### config.mk
export PLATFORM = sky130hd
export DESIGN_NAME = cluster_pwr_seq_ctrl
export DESIGN_NICKNAME = d
export VERILOG_FILES = /design/src/rtl/cluster_pwr_seq_ctrl.sv
export SDC_FILE = /design/constraint.sdc
export NUM_CORES = 1
export LEC_CHECK = 0
export ABC_AREA = 0
export BUFFER_PORTS_ARGS = -buffer_cell sky130_fd_sc_hd__buf_2
export CAP_MARGIN = 20
export CORE_MARGIN = 2
export CORE_UTILIZATION = 44
export CTS_CLUSTER_DIAMETER = 80
export DETAILED_ROUTE_END_ITERATION = 16
export PLACE_DENSITY = 0.82
export SYNTH_ARGS = -nofsm -noshare
export SYNTH_HDL_FRONTEND = slang
export SYNTH_SLANG_ARGS = --single-unit
### constraint.sdc
create_clock -name clk_i -period 1.8 [get_ports clk_i]
set_input_delay 0 -clock clk_i [delete_from_list [all_inputs] [get_ports clk_i]]
set_output_delay 0 -clock clk_i [all_outputs]
set_load 0.02 [all_outputs]
### src/rtl/cluster_pwr_seq_ctrl.sv
// Cluster power sequencer: steps the cluster interface through power, clock,
// reset and fetch enables in a fixed, glitch-free order on power-up and the
// reverse order on power-down. Every output comes straight from a flop; next
// values are computed from the next FSM state.
module cluster_pwr_seq_ctrl #(
   parameter int unsigned PWR_UP_CYCLES   = 16,
   parameter int unsigned RST_HOLD_CYCLES = 8,
   parameter int unsigned DRAIN_TIMEOUT   = 1024,
   parameter logic [63:0] BOOT_ADDR_RST   = 64'h0000_0000_1C00_8080,
   parameter int unsigned CNT_WIDTH       = 11
) (
   input  logic        clk_i,
   input  logic        rst_ni,
   input  logic        cmd_valid_i,
   output logic        cmd_ready_o,
   input  logic        cmd_on_i,
   input  logic        cmd_fetch_en_i,
   input  logic [63:0] cmd_boot_addr_i,
   input  logic        cluster_busy_i,
   output logic        cluster_pow_o,
   output logic        cluster_clk_en_o,
   output logic        cluster_rstn_o,
   output logic        cluster_fetch_enable_o,
   output logic [63:0] cluster_boot_addr_o,
   output logic        done_o,
   output logic        timeout_o,
   output logic [2:0]  state_o
);

   localparam logic [2:0] ST_OFF      = 3'd0;
   localparam logic [2:0] ST_PWR_UP   = 3'd1;
   localparam logic [2:0] ST_RST_HOLD = 3'd2;
   localparam logic [2:0] ST_RUN      = 3'd3;
   localparam logic [2:0] ST_DRAIN    = 3'd4;
   localparam logic [2:0] ST_RST_DN   = 3'd5;
   localparam logic [2:0] ST_CLK_GATE = 3'd6;

   localparam logic [CNT_WIDTH-1:0] PWR_LAST   = CNT_WIDTH'(PWR_UP_CYCLES - 1);
   localparam logic [CNT_WIDTH-1:0] RST_LAST   = CNT_WIDTH'(RST_HOLD_CYCLES - 1);
   localparam logic [CNT_WIDTH-1:0] DRAIN_LAST = CNT_WIDTH'(DRAIN_TIMEOUT - 1);
   // DRAIN always spans at least the synchroniser depth, so a busy level
   // raised in reaction to fetch going low has time to reach busy_sync.
   localparam logic [CNT_WIDTH-1:0] DRAIN_MIN  = CNT_WIDTH'(1);
   localparam logic [CNT_WIDTH-1:0] CNT_MAX    = {CNT_WIDTH{1'b1}};

   logic [2:0]           state;
   logic [2:0]           next_state;
   logic [CNT_WIDTH-1:0] cnt;
   logic [CNT_WIDTH-1:0] cnt_nxt;
   logic                 busy_meta;
   logic                 busy_sync;
   logic                 fetch_lat;
   logic                 fetch_lat_nxt;
   logic                 fetch_nxt;
   logic [63:0]          boot_nxt;
   logic                 done_nxt;
   logic                 timeout_nxt;
   logic                 accept;

   assign state_o = state;
   assign accept  = cmd_valid_i & cmd_ready_o;

   // Two-flop synchroniser for the asynchronous cluster busy flag.
   always_ff @(posedge clk_i or negedge rst_ni) begin
      if (!rst_ni) begin
         busy_meta <= 1'b0;
         busy_sync <= 1'b0;
      end else begin
         busy_meta <= cluster_busy_i;
         busy_sync <= busy_meta;
      end
   end

   // Next-state, counter and pulse/datapath decode.
   always_comb begin
      next_state    = state;
      fetch_lat_nxt = fetch_lat;
      fetch_nxt     = cluster_fetch_enable_o;
      boot_nxt      = cluster_boot_addr_o;
      done_nxt      = 1'b0;
      timeout_nxt   = 1'b0;
      case (state)
         ST_OFF: begin
            if (accept) begin
               if (cmd_on_i) begin
                  next_state    = ST_PWR_UP;
                  boot_nxt      = cmd_boot_addr_i;
                  fetch_lat_nxt = cmd_fetch_en_i;
               end else begin
                  done_nxt = 1'b1;
               end
            end else begin
               next_state = ST_OFF;
            end
         end
         ST_PWR_UP: begin
            if (cnt == PWR_LAST) begin
               next_state = ST_RST_HOLD;
            end else begin
               next_state = ST_PWR_UP;
            end
         end
         ST_RST_HOLD: begin
            if (cnt == RST_LAST) begin
               next_state = ST_RUN;
               fetch_nxt  = fetch_lat;
               done_nxt   = 1'b1;
            end else begin
               next_state = ST_RST_HOLD;
            end
         end
         ST_RUN: begin
            if (accept) begin
               if (!cmd_on_i) begin
                  next_state = ST_DRAIN;
                  fetch_nxt  = 1'b0;
               end else begin
                  done_nxt = 1'b1;
               end
            end else begin
               next_state = ST_RUN;
            end
         end
         ST_DRAIN: begin
            if (!busy_sync && (cnt >= DRAIN_MIN)) begin
               next_state = ST_RST_DN;
            end else if (cnt == DRAIN_LAST) begin
               next_state  = ST_RST_DN;
               timeout_nxt = 1'b1;
            end else begin
               next_state = ST_DRAIN;
            end
         end
         ST_RST_DN: begin
            if (cnt == RST_LAST) begin
               next_state = ST_CLK_GATE;
            end else begin
               next_state = ST_RST_DN;
            end
         end
         ST_CLK_GATE: begin
            next_state = ST_OFF;
            done_nxt   = 1'b1;
         end
         default: begin
            next_state = ST_OFF;
            fetch_nxt  = 1'b0;
         end
      endcase

      if (next_state != state) begin
         cnt_nxt = '0;
      end else if (cnt != CNT_MAX) begin
         cnt_nxt = cnt + CNT_WIDTH'(1);
      end else begin
         cnt_nxt = cnt;
      end
   end

   // State, counter and registered outputs; enables follow the next state.
   always_ff @(posedge clk_i or negedge rst_ni) begin
      if (!rst_ni) begin
         state                  <= ST_OFF;
         cnt                    <= '0;
         fetch_lat              <= 1'b0;
         cmd_ready_o            <= 1'b1;
         cluster_pow_o          <= 1'b0;
         cluster_clk_en_o       <= 1'b0;
         cluster_rstn_o         <= 1'b0;
         cluster_fetch_enable_o <= 1'b0;
         cluster_boot_addr_o    <= BOOT_ADDR_RST;
         done_o                 <= 1'b0;
         timeout_o              <= 1'b0;
      end else begin
         state                  <= next_state;
         cnt                    <= cnt_nxt;
         fetch_lat              <= fetch_lat_nxt;
         cmd_ready_o            <= (next_state == ST_OFF) || (next_state == ST_RUN);
         cluster_pow_o          <= (next_state != ST_OFF);
         cluster_clk_en_o       <= (next_state == ST_RST_HOLD) || (next_state == ST_RUN) ||
                                   (next_state == ST_DRAIN)    || (next_state == ST_RST_DN);
         cluster_rstn_o         <= (next_state == ST_RUN) || (next_state == ST_DRAIN);
         cluster_fetch_enable_o <= fetch_nxt;
         cluster_boot_addr_o    <= boot_nxt;
         done_o                 <= done_nxt;
         timeout_o              <= timeout_nxt;
      end
   end

endmodule
==> impl_metrics.ini <==
[global_routing]
antenna_found_initial = 0
grt_max_degree = 56
grt_pass1_vias = 3141
track_usage_pct = 20.8
grt_overflow_total = 0
grt_pass1_wl_um = 14500

[floorplanning]
die_area_um2 = 9210
rows = 33
fp.coreArea_um2 = 8220
die_w_um = 96.0
dieHeight_um = 96.0
start_util_pct = 45.3
io_pins = 144

[clock_network]
cts_buffers = 9
clk_latency_ns = 0.36
cts_tree = done
path_clk_slew_ns = 0.09
cts.sinks = 88
clockBufferDepth = 2
h-tree-depth = 3
cts_root_buf = clkbuf_8

[logic_synthesis]
synth.area.top_cells = dfrtp_1 (55%), mux2_2 (20%), dfstp_2 (4.2%)
ys_types = 44
ys_seq_area_share_pct = 59.4
netlist_instances = 276
synth-main-ff-cell = dfrtp_1
synth_edf_count = 0
ys_warn_count = 0
synth_nets = 349
post-synth-top-area-cell = dfrtp_1
async_reset_ff_share_pct = 100
syn_area_um2 = 3720
ys_seq_elements = 88
postSynthAreaPerCell_um2 = 13.5
yosys.area.top_type_share_pct = 55.1
yosysMostFrequentCell = dfrtp_1
synth_common_cells = dfrtp_1 (82), mux2_2 (65), nor3_1 (10)

[timing]
holdWs_ns = 0.0745
final.period_utilization_pct = 103
tightest_slew_ns = 0.522
setup_viol = 2
fin_ws_ns = -0.0512
fin_skew_ns = 0.00939
slew_headroom_pct = 65.2
fin_crit_ns = 1.85
fmax_mhz = 540
setup_tns_ns = -0.0513
drv_slew = 0
hold_violations = 0
rsz0062_at_grt = true

[critical_path]
worstSetupPathType = reg -> reg
timing.rr.start = cnt[8]$_DFFE_PN0P_
critPathLaunchType = flip-flop
crit_required_ns = 2.03
critPathBufInv = 0
end_kind = flip-flop
cp_top_family = simple AND/OR/NAND/NOR gates
ff2ff_setup_slack_ns = -0.05
max_stage_delay_ns = 0.57
arrival_ns = 2.08
path_cells = or4_4 -> nor3_4 -> a21oi_1 -> or4b_1
cp_slowest_cell = or4_4
worstSetupEndpoint = state_o[0]$_DFF_PN0_
crit_cells = 4
r2r_end = state_o[0]$_DFF_PN0_
critical_path.max_fanout = 4
worstRegToRegCells = 4
cp-startpoint = cnt[8]$_DFFE_PN0P_

[place]
place_congestion = 0.826
place_inst = 532
portBuffers = 143
dp_hpwl_um = 6190

[finish]
instances_no_fill = 624
layout-drive-gt1-share_pct = 55.3
multi_input_area_um2 = 1540
largest-register = cluster_boot_addr_o
final_util_pct = 69.9
area_growth_pct = 54.4
final_nets = 587
insertedDiodeCount = 0
largest_reg_flops = 64
nFillCells = 569
regArea_um2 = 2210

[power_and_ir_drop]
cellPowerDensity_nw_per_um2 = 1510
p_leak_nw = 2.83
peakVddDrop_mv = 0.793

[routing]
wire_per_inst_um = 16.0
drc = 0
num_vias = 3178
via_per_inst = 5.09
drtIter0Drc = 99
wl_um = 9960
dr.pass1.iters = 4
detail-route-antenna-nets = 0

[status]
violations = negative setup slack
status = finished, violations left

[min_path]
hp-class = in -> reg

[flow_run]
maxCapViolations = 0
## worst register-to-register path: stages, from the launching register on
cell	delay (ns)
dfrtp_1	0.42
or4_4	0.57
nor3_4	0.18
a21oi_1	0.09
or4b_1	0.47
## worst min path at each step
stage	startpoint	to	slack (ns)	depth (start not counted)
2_1_floorplan	rst_ni	busy_meta$_DFF_PN0_	-0.30	0
3_3_place_gp	rst_ni	cluster_boot_addr_o[2]$_DFFE_PN0P_	0.009	1
3_5_place_dp	rst_ni	cluster_boot_addr_o[2]$_DFFE_PN0P_	0.02	1
4_1_cts	cmd_valid_i	cluster_pow_o$_DFF_PN0_	0.06	4
5_1_grt	cmd_valid_i	cluster_pow_o$_DFF_PN0_	0.08	4
6_report	cmd_valid_i	cluster_pow_o$_DFF_PN0_	0.07	4
## final cells by class
| type | instances | area share [%] |
|---|---|---|
| well taps | 105 | 2.29 |
| clock inverters | 5 | 0.719 |
| inverters | 2 | 0.131 |
| repair buffers | 243 | 29.1 |
| multi-input cells | 170 | 26.8 |
| clock buffers | 11 | 2.46 |
| flip-flops and latches | 88 | 38.5 |
## repair_timing
action	CTS	global route
gates resized for setup	3	15
hold endpoints to repair	109	0
hold buffers	68	0
setup buffers	2	6
setup endpoints to repair	9	15
pin swaps	1	5
## routing by layer
metal / GRT usage [%] / up-vias / part of all wire, %
met5: 0 / - / 0
met4: 7.02 / 0 / 1.0
met3: 4.86 / 10 / 5.7
met2: 38.8 / 138 / 55
met1: 23.2 / 1558 / 38
li1: - / 1472 / -
## cell families after synthesis
family                     count (synthesis)  share of synthesized area, %
and+or+nand+nor                           68                          10.9
muxes                                     66                          19.9
xor gates and xnor gates                   7                          1.65
adders and majority gates                  3                          1.01
DFF                                       88                          59.4
AOI/OAI and AO/OA                         26                          4.91
buffers and inverters                     18                          2.22
## layout by cell type (no fill, tap or decap), drive strengths merged, types with 2 or more instances in the layout
cell and n:
ha 3, dlygate4sd3 68, buf 175, inv 3
xnor2 3, nand2b 8, dfstp 6, and2 2
a31oi 2, and3 2, a2111oi 3, a41oi 3
xor2 4, a21oi 7, or3 3, nand3 8
o211ai 2, clkinvlp 2, nand2 9, clkinv 2
nor3 11, nor2b 2, nor2 9, dfrtp 82
nor4 4, mux2 65, clkbuf 11, o21ai 2
nand4 3, o32ai 2
## power by group
part / switching, mW / internal (mW)
registers: 0.546 / 2.89
clock network: 0.714 / 0.550
logic: 2.19 / 1.81
## metrics by stage
stage | power (mW) | setup WS (ns) | instance area, um^2
3_3_place_gp | 6.93 | 0.00963 | 4730
4_1_cts | 8.51 | -0.0360 | 5630
6_report | 8.70 | -0.0512 | 5750
5_1_grt | 9.21 | -0.129 | 5750
3_5_place_dp | 7.10 | -0.0965 | 4730
2_1_floorplan | 5.66 | -0.00335 | 3770
Note: power is estimated with default switching activity, not from simulation.
